$ cat src/rtl/msg_out_serializer.sv
// Record buffer plus beat serializer. Each buffered record leaves as one status
// word followed by its data MSB-first, and a saturating lost-packet count is kept.
module msg_out_serializer #(
    parameter int REC_W = 296,
    parameter int OUT_W = 32,
    parameter int DEPTH = 2
) (
    input  logic             clk,
    input  logic             reset_b,
    input  logic [0:REC_W-1] recIn,
    input  logic             recIn_val,
    output logic             recIn_ready,
    input  logic             recIn_lost,
    output logic [OUT_W-1:0] dataOut,
    output logic             dataOut_val,
    input  logic             dataOut_ready,
    output logic             dataOut_last,
    output logic [15:0]      lostCount
);

    localparam int NB    = (REC_W + OUT_W - 1) / OUT_W + 1;
    localparam int PAD_W = (NB - 1) * OUT_W;
    localparam int PW    = $clog2(DEPTH);
    localparam int CW    = $clog2(DEPTH + 1);
    localparam int BW    = $clog2(NB);
    localparam int IW    = $clog2(PAD_W);

    logic [0:REC_W-1] r_mem [DEPTH];
    logic [DEPTH-1:0] r_lost;
    logic [PW-1:0]    r_wr_ptr;
    logic [PW-1:0]    r_rd_ptr;
    logic [CW-1:0]    r_count;
    logic [BW-1:0]    r_beat;
    logic [15:0]      r_rec_cnt;
    logic [15:0]      r_lost_cnt;

    logic             w_push;
    logic             w_pop;
    logic             w_val;
    logic             w_last_beat;
    logic [0:PAD_W-1] w_padded;
    logic [IW-1:0]    w_base;
    logic [OUT_W-1:0] w_data;

    assign w_val       = (r_count != CW'(0));
    assign recIn_ready = (r_count != CW'(DEPTH));
    assign w_push      = recIn_val && recIn_ready;
    assign w_last_beat = (r_beat == BW'(NB - 1));
    assign w_pop       = w_val && dataOut_ready && w_last_beat;

    // Record payload storage; contents are only observed behind a nonzero count
    always_ff @(posedge clk) begin
        if (w_push) begin
            r_mem[r_wr_ptr] <= recIn;
        end
    end

    // Buffer pointers, occupancy and per-entry lost flags
    always_ff @(posedge clk or negedge reset_b) begin
        if (!reset_b) begin
            r_wr_ptr <= '0;
            r_rd_ptr <= '0;
            r_count  <= '0;
            r_lost   <= '0;
        end else begin
            if (w_push) begin
                r_wr_ptr         <= r_wr_ptr + PW'(1);
                r_lost[r_wr_ptr] <= recIn_lost;
            end
            if (w_pop) begin
                r_rd_ptr <= r_rd_ptr + PW'(1);
            end
            case ({w_push, w_pop})
                2'b10:   r_count <= r_count + CW'(1);
                2'b01:   r_count <= r_count - CW'(1);
                default: r_count <= r_count;
            endcase
        end
    end

    // Beat index within the head record and completed-record counter
    always_ff @(posedge clk or negedge reset_b) begin
        if (!reset_b) begin
            r_beat    <= '0;
            r_rec_cnt <= 16'd0;
        end else if (w_val && dataOut_ready) begin
            if (w_last_beat) begin
                r_beat    <= '0;
                r_rec_cnt <= r_rec_cnt + 16'd1;
            end else begin
                r_beat <= r_beat + BW'(1);
            end
        end
    end

    // Saturating count of accepted records flagged as lost
    always_ff @(posedge clk or negedge reset_b) begin
        if (!reset_b) begin
            r_lost_cnt <= 16'd0;
        end else if (w_push && recIn_lost && (r_lost_cnt != 16'hFFFF)) begin
            r_lost_cnt <= r_lost_cnt + 16'd1;
        end
    end

    // Beat mux: status word at beat 0, then zero-padded record slices
    always_comb begin
        w_padded            = '0;
        w_padded[0:REC_W-1] = r_mem[r_rd_ptr];
        w_base              = '0;
        w_data              = '0;
        if (!w_val) begin
            w_data = '0;
        end else if (r_beat == BW'(0)) begin
            w_data[OUT_W-1] = r_lost[r_rd_ptr];
            w_data[15:0]    = r_rec_cnt;
        end else begin
            w_base = IW'((int'(r_beat) - 1) * OUT_W);
            w_data = w_padded[w_base +: OUT_W];
        end
    end

    assign dataOut      = w_data;
    assign dataOut_val  = w_val;
    assign dataOut_last = w_val && w_last_beat;
    assign lostCount    = r_lost_cnt;

endmodule
$ cat config.mk
export PLATFORM = sky130hd
export DESIGN_NAME = msg_out_serializer
export DESIGN_NICKNAME = d
export VERILOG_FILES = /design/src/rtl/msg_out_serializer.sv
export SDC_FILE = /design/constraint.sdc
export NUM_CORES = 1
export LEC_CHECK = 0
export CAP_MARGIN = 20
export CORE_MARGIN = 2
export CORE_UTILIZATION = 55
export CTS_CLUSTER_DIAMETER = 40
export DETAILED_ROUTE_END_ITERATION = 12
export PLACE_DENSITY = 0.8
export SKIP_LAST_GASP = 1
export SYNTH_ARGS = -nofsm -noshare
export SYNTH_HDL_FRONTEND = slang
export SYNTH_SLANG_ARGS = --single-unit
$ cat constraint.sdc
create_clock -name clk -period 34.4 [get_ports clk]
set_input_delay 6.88 -clock clk [delete_from_list [all_inputs] [get_ports clk]]
set_output_delay 6.88 -clock clk [all_outputs]
set_load 0.005 [all_outputs]
# Word level (Yosys, flattened, before mapping)
# Memory sizes are Yosys's and may differ from the RTL's.
# Index checks and enable logic that the tools add are counted.
# W data, S select, Z words.
dict set report totals {
  ramBits 592
  memories 1
  inputBits 301
  word_cells 50
  regBits 42
  out_inout_bits 51
}
dict set report classes {
  reduce_logical 11
  n_bitwise 1
  magnitude_cmp 3
  n_eq_ne 5
  shifts 1
  muxes 13
  n_addsub 8
}
# memory words width read_ports rd_ports_with_merged_regs wr line
set memory_table {}
lappend memory_table {r_mem 2 296 1 0 1 28} ;# logic [0:REC_W-1] r_mem [DEPTH];
# cell count
set op_table {}
lappend op_table {{$shiftx A320 B10 Y321} 1}
lappend op_table {{$add A16 B1 Y16 const B} 2}
lappend op_table {{$mux W32} 1}
lappend op_table {{$mux W16} 1}
lappend op_table {{$ne A16 B16 Y1 const B} 1}
lappend op_table {{$mux W15} 1}
lappend op_table {{$not A9 Y10} 1}
lappend op_table {{$logic_and A1 B1 Y1} 7}
lappend op_table {{$mux W1} 6}
lappend op_table {{$add A4 B1 Y4 const B} 1}
lappend op_table {{$eq A4 B4 Y1 const B} 1}
lappend op_table {{$logic_not A4 Y1} 1}
lappend op_table {{$lt A1 B2 Y1 const B} 2}
lappend op_table {{$mux W4} 1}
lappend op_table {{$pmux W2 S2} 1}
lappend op_table {{$reduce_bool A2 Y1} 2}
lappend op_table {{$sub A4 B1 Y4 const B} 1}
lappend op_table {{$add A1 B1 Y1 const B} 2}
lappend op_table {{$add A2 B1 Y2 const B} 1}
lappend op_table {{$bwmux W2} 1}
lappend op_table {{$eq A2 B1 Y1 const B} 1}
lappend op_table {{$eq A2 B2 Y1 const B} 1}
lappend op_table {{$ne A2 B2 Y1 const B} 1}
lappend op_table {{$reduce_and A2 Y1} 1}
lappend op_table {{other kinds (3)} 3}

# Longest topological paths before layout
dict set report depth {
  depth_word 5
  mapped_depth 9
  mapped_depth_nobuf 8
}

# Worst setup path after synthesis
# No wires, ideal clock.
dict set report synth_path {
  path_type {input to register}
  start {input recIn_val}
  end {register r_lost[0]}
  path_slack_ps 13367
  setup_time_ps 130
  t_arrival_ps 20903
  required_ps 34270
  path_stages 3
  path_buffers 0
  cell_sequence {nand2_1 nor2_1 mux2_2}
}
dict set report synth_between {
  elab_chain_len 1
}
# element line
set synth_lines {}
lappend synth_lines {{start: declaration} 11} ;# input logic recIn_val,
lappend synth_lines {{$logic_and A1 B1 Y1} 47} ;# assign w_push = recIn_val && recIn_ready;
lappend synth_lines {{end signal: indexed assignment} 68} ;# r_lost[r_wr_ptr] <= recIn_lost;
lappend synth_lines {{end: declaration} 29} ;# logic [DEPTH-1:0] r_lost;
# No other way between the ends.
# A chain may end at the register's enable or synchronous reset.

# Worst setup path in the final report
dict set report layout_path {
  start {register r_beat[0]}
  end {output dataOut[4]}
}
dict set report layout_between {
  elab_chain_len 5
  word_cells_on_any_way 6
  classes_between {1 x add/sub; 1 x shift; 2 x mux; 1 x bitwise; 1 x reduce/logical}
}
# element line
set layout_lines {}
lappend layout_lines {{start: declaration} 33} ;# logic [BW-1:0] r_beat;
lappend layout_lines {{start signal: assignment} 91} ;# r_beat <= r_beat + BW'(1);
lappend layout_lines {{$sub A4 B1 Y4} 117} ;# w_base = IW'((int'(r_beat) - 1) * OUT_W);
lappend layout_lines {{$not A9 Y10 (not written as such)} 118} ;# w_data = w_padded[w_base +: OUT_W];
lappend layout_lines {{$shiftx A320 B10 Y321} 118}
lappend layout_lines {{$mux W16 (*)} 113} ;# end else if (r_beat == BW'(0)) begin
lappend layout_lines {{$mux W32 (*)} 111} ;# if (!w_val) begin
lappend layout_lines {{end: declaration} 14} ;# output logic [OUT_W-1:0] dataOut,
# Mark *: on every way between the ends. The rest lies on a longest branch, timed or not.

==> summary.md <==
| Metric | Value |
|---|---|
| Drt pass-1 iters | `5` |
| Max Clock Skew | `25.05 ps` |
| Worst slack, placed | `22500 ps` |
| PortBufs | `351` |
| HP Class | `flip-flop to flip-flop` |
| DIE HEIGHT | `218.3 um` |
| Wire per inst | `25.17 um` |
| Post-Syn Instances | `1207` |
| Cell area after layout | `32080 sq um` |
| Post-synthesis simple-gate area fraction | `3.397%` |
| Setup crit start kind | `flip-flop` |
| CTS tree | `built` |
| Post-route insts no fill | `2274` |
| Setup-failing EPs final | `0` |
| Max-Cap Viols | `0` |
| EDFF count, synth | `592` |
| # hold bufs at CTS | `0` |
| Vias | `13429` |
| Sequential share of the synthesized area | `74.51%` |
| Cts repair resizes | `0` |
| CP endpoint kind | `output pin` |
| Final worst path period share | `35.88%` |
| Dpl cells | `2111` |
| Compound-cell area share of the yosys netlist | `2.887%` |
| Number of clock sinks | `634` |
| Leading cell types in the layout, fill and taps excluded | `edfxtp_1 (592), clkdlybuf4s50_1 (350), mux4_2 (103)` |
| Worst slew margin | `26.85%` |
| Chip width | `218.3 um` |
| Least-Margin Pin Slew | `1097 ps` |
| Power Dens Cells | `89.69 nW/um^2` |
| Area growth, synth to finish | `26.95%` |
| Share of cells above drive strength 1 | `20.73%` |
| CTS Buffer Depth | `3` |
| Worst path bufs/invs | `4` |
| Worst skew pair latency | `600 ps` |
| Post-synth ARST share | `6.625%` |
| Commonest non-fill, non-tap cell in the layout | `edfxtp_1` |
| Min Tclk post-route | `12340 ps` |
| Largest stage delay, worst path | `840 ps` |
| Post-CTS Setup Bufs | `0` |
| Initial Utilization | `55.68%` |
| Slowest-stage cell, CP | `buf_4` |
| XOR/XNOR share of the synthesized area | `1.248%` |
| Finished Core Util | `70.69%` |
| Num CTS Buffers | `78` |
| Setup TNS | `0 ps` |
| H-tree depth | `3` |
| GRT Overall Usage | `24.08%` |
| Clk slew on worst S/H paths | `50 ps` |
| Adder-Cell Fraction of Synth Area | `0.3961%` |
| Largest delay contributor family on the critical path | `buffers and inverters` |
| Seq cells post-synth | `634` |
| Hold_ws | `468.3 ps` |
| Slew Limit Fails | `0` |
| Ys flop type | `edfxtp_1` |
| Max rail drop VDD | `0.06897 mV` |
| Crit-path max FO | `77` |
| Mapped Avg Cell Area | `20.93 sq um` |
| Mux share of post-synthesis cell area | `15.95%` |
| Core box area | `45380 sq um` |
| Placed Area | `29320 sq um` |
| Crit-path cells | `inv_2, ha_4, buf_4, and4_1, buf_4, a221oi_1, a221oi_1, clkdlybuf4s50_1` |
| Die Area | `47670 sq um` |
| Drt initial violations | `1165` |
| Largest net degree at the start of global routing | `85` |
| Warnings, synthesis | `0` |
| First-pass GRT wire length | `84.34 mm` |
| Critical path data arrival time | `5460 ps` |
| GPL Wtd Cong | `0.8138` |
| Syn Nets | `1516` |
| Congestion Overflow GR | `0` |
| Root Buffer | `clkbuf_16` |
| Nets | `1905` |
| Initial antenna violation count | `20` |
| Tot Pwr | `2.877 mW` |
| Synthesized area | `25270 sq um` |
| Max frequency | `81.01 MHz` |
| Final Hold Fails | `0` |
| Worst setup path category | `flip-flop to output pin` |
| Final worst slack | `22060 ps` |
| Vias per std cell | `5.905` |
| Routed WL | `57.25 mm` |
| Hpwl dp | `36.24 mm` |
| Vias in the first global route | `14208` |
| I/O pin count | `352` |
| Worst path required time | `27520 ps` |
| Post-synthesis cell type count | `54` |
| Cell leakage power | `10.92 nW` |
| Largest family of logic cells by synthesized area | `multiplexers` |
| Status | `completed` |
| RSZ-0062 raised after global routing | `false` |
| DR DRC count | `0` |
| Number of routed nets with antenna violations | `0` |
| Num rows | `78` |
[Yosys cell counts, drive strengths merged (2+ instances only)]
cell / count / share of area (%)
nor3: 7 / 0.14
and2: 2 / 0.050
nor4: 11 / 0.33
and3: 21 / 0.52
ha: 8 / 0.40
nand3: 12 / 0.24
a21oi: 30 / 0.59
edfxtp: 592 / 70
xor2: 19 / 0.66
mux2: 59 / 2.6
nor3b: 4 / 0.12
mux4: 136 / 13
o21ai: 35 / 0.69
nand3b: 3 / 0.089
a22oi: 8 / 0.24
dfrtp: 42 / 4.2
a32oi: 7 / 0.24
a21o: 2 / 0.059
nand2: 15 / 0.22
a221oi: 17 / 0.76
clkbuf: 25 / 0.37
nand4: 9 / 0.22
inv: 6 / 0.089
buf: 39 / 1.1
a211oi: 2 / 0.059
and4: 3 / 0.10
mux2i: 18 / 0.71
or2: 17 / 0.42
or3: 2 / 0.050
nor2: 10 / 0.15
and3b: 16 / 0.55
xnor2: 17 / 0.59
[final cells by class]
type                            count  area (sq um)
Antenna cell                       19         47.55
Clock buffer                       93          2113
Clock inverter                     46         474.2
Fill cell                        2794         13300
Inverter                            6         22.52
Multi-Input combinational cell    503          6072
Sequential cell                   634         18840
Tap cell                          600         750.7
Timing Repair Buffer              373          3762
[cell families after synthesis]
logic type      after synthesis
simple gates                138
fa+ha+maj                     8
mux                         213
compound gates              108
flops                       634
xor+xnor                     36
buf+inv                      70
[registers in the layout, summed over array words and instances, names as in the netlist]
register / count
r_wr_ptr: 1
r_beat: 4
r_mem: 592
lostCount: 16
r_rd_ptr: 1
r_lost: 2
r_count: 2
r_rec_cnt: 16
[path summary, 6_finish.rpt]
path,start,end,slack (ps),cells past startpoint
worst max-delay path,r_beat[0],dataOut[4],22060,8
worst min-delay path,r_rec_cnt[15],r_rec_cnt[15],470,1
worst max register to register,r_count[0],r_mem[1][1],30660,5
worst min register to register,r_rec_cnt[15],r_rec_cnt[15],470,1
max in group asynchronous,reset_b,r_rd_ptr,27850,2
min in group asynchronous,reset_b,lostCount[0],6080,1
[metal layers]
layer / GRT usage, % / share of wire (%) / vias to the layer above
li1: - / - / 5876
met1: 32.08 / 40 / 6895
met2: 38.61 / 51 / 542
met3: 4.537 / 6.3 / 110
met4: 11.77 / 3.6 / 6
met5: 0 / 0.052 / -
[power breakdown]
group	internal (mW)	switching, mW
clock	0.489	0.316
combinational	0.465	0.498
sequential	1.05	0.0632
[worst reg2reg max path: stages (launching register included)]
cell and delay, ps:
dfrtp_1 430, nand2b_1 300, and3_4 850, buf_4 830, buf_4 590, buf_16 360
Power figures use the tool's default switching activity.
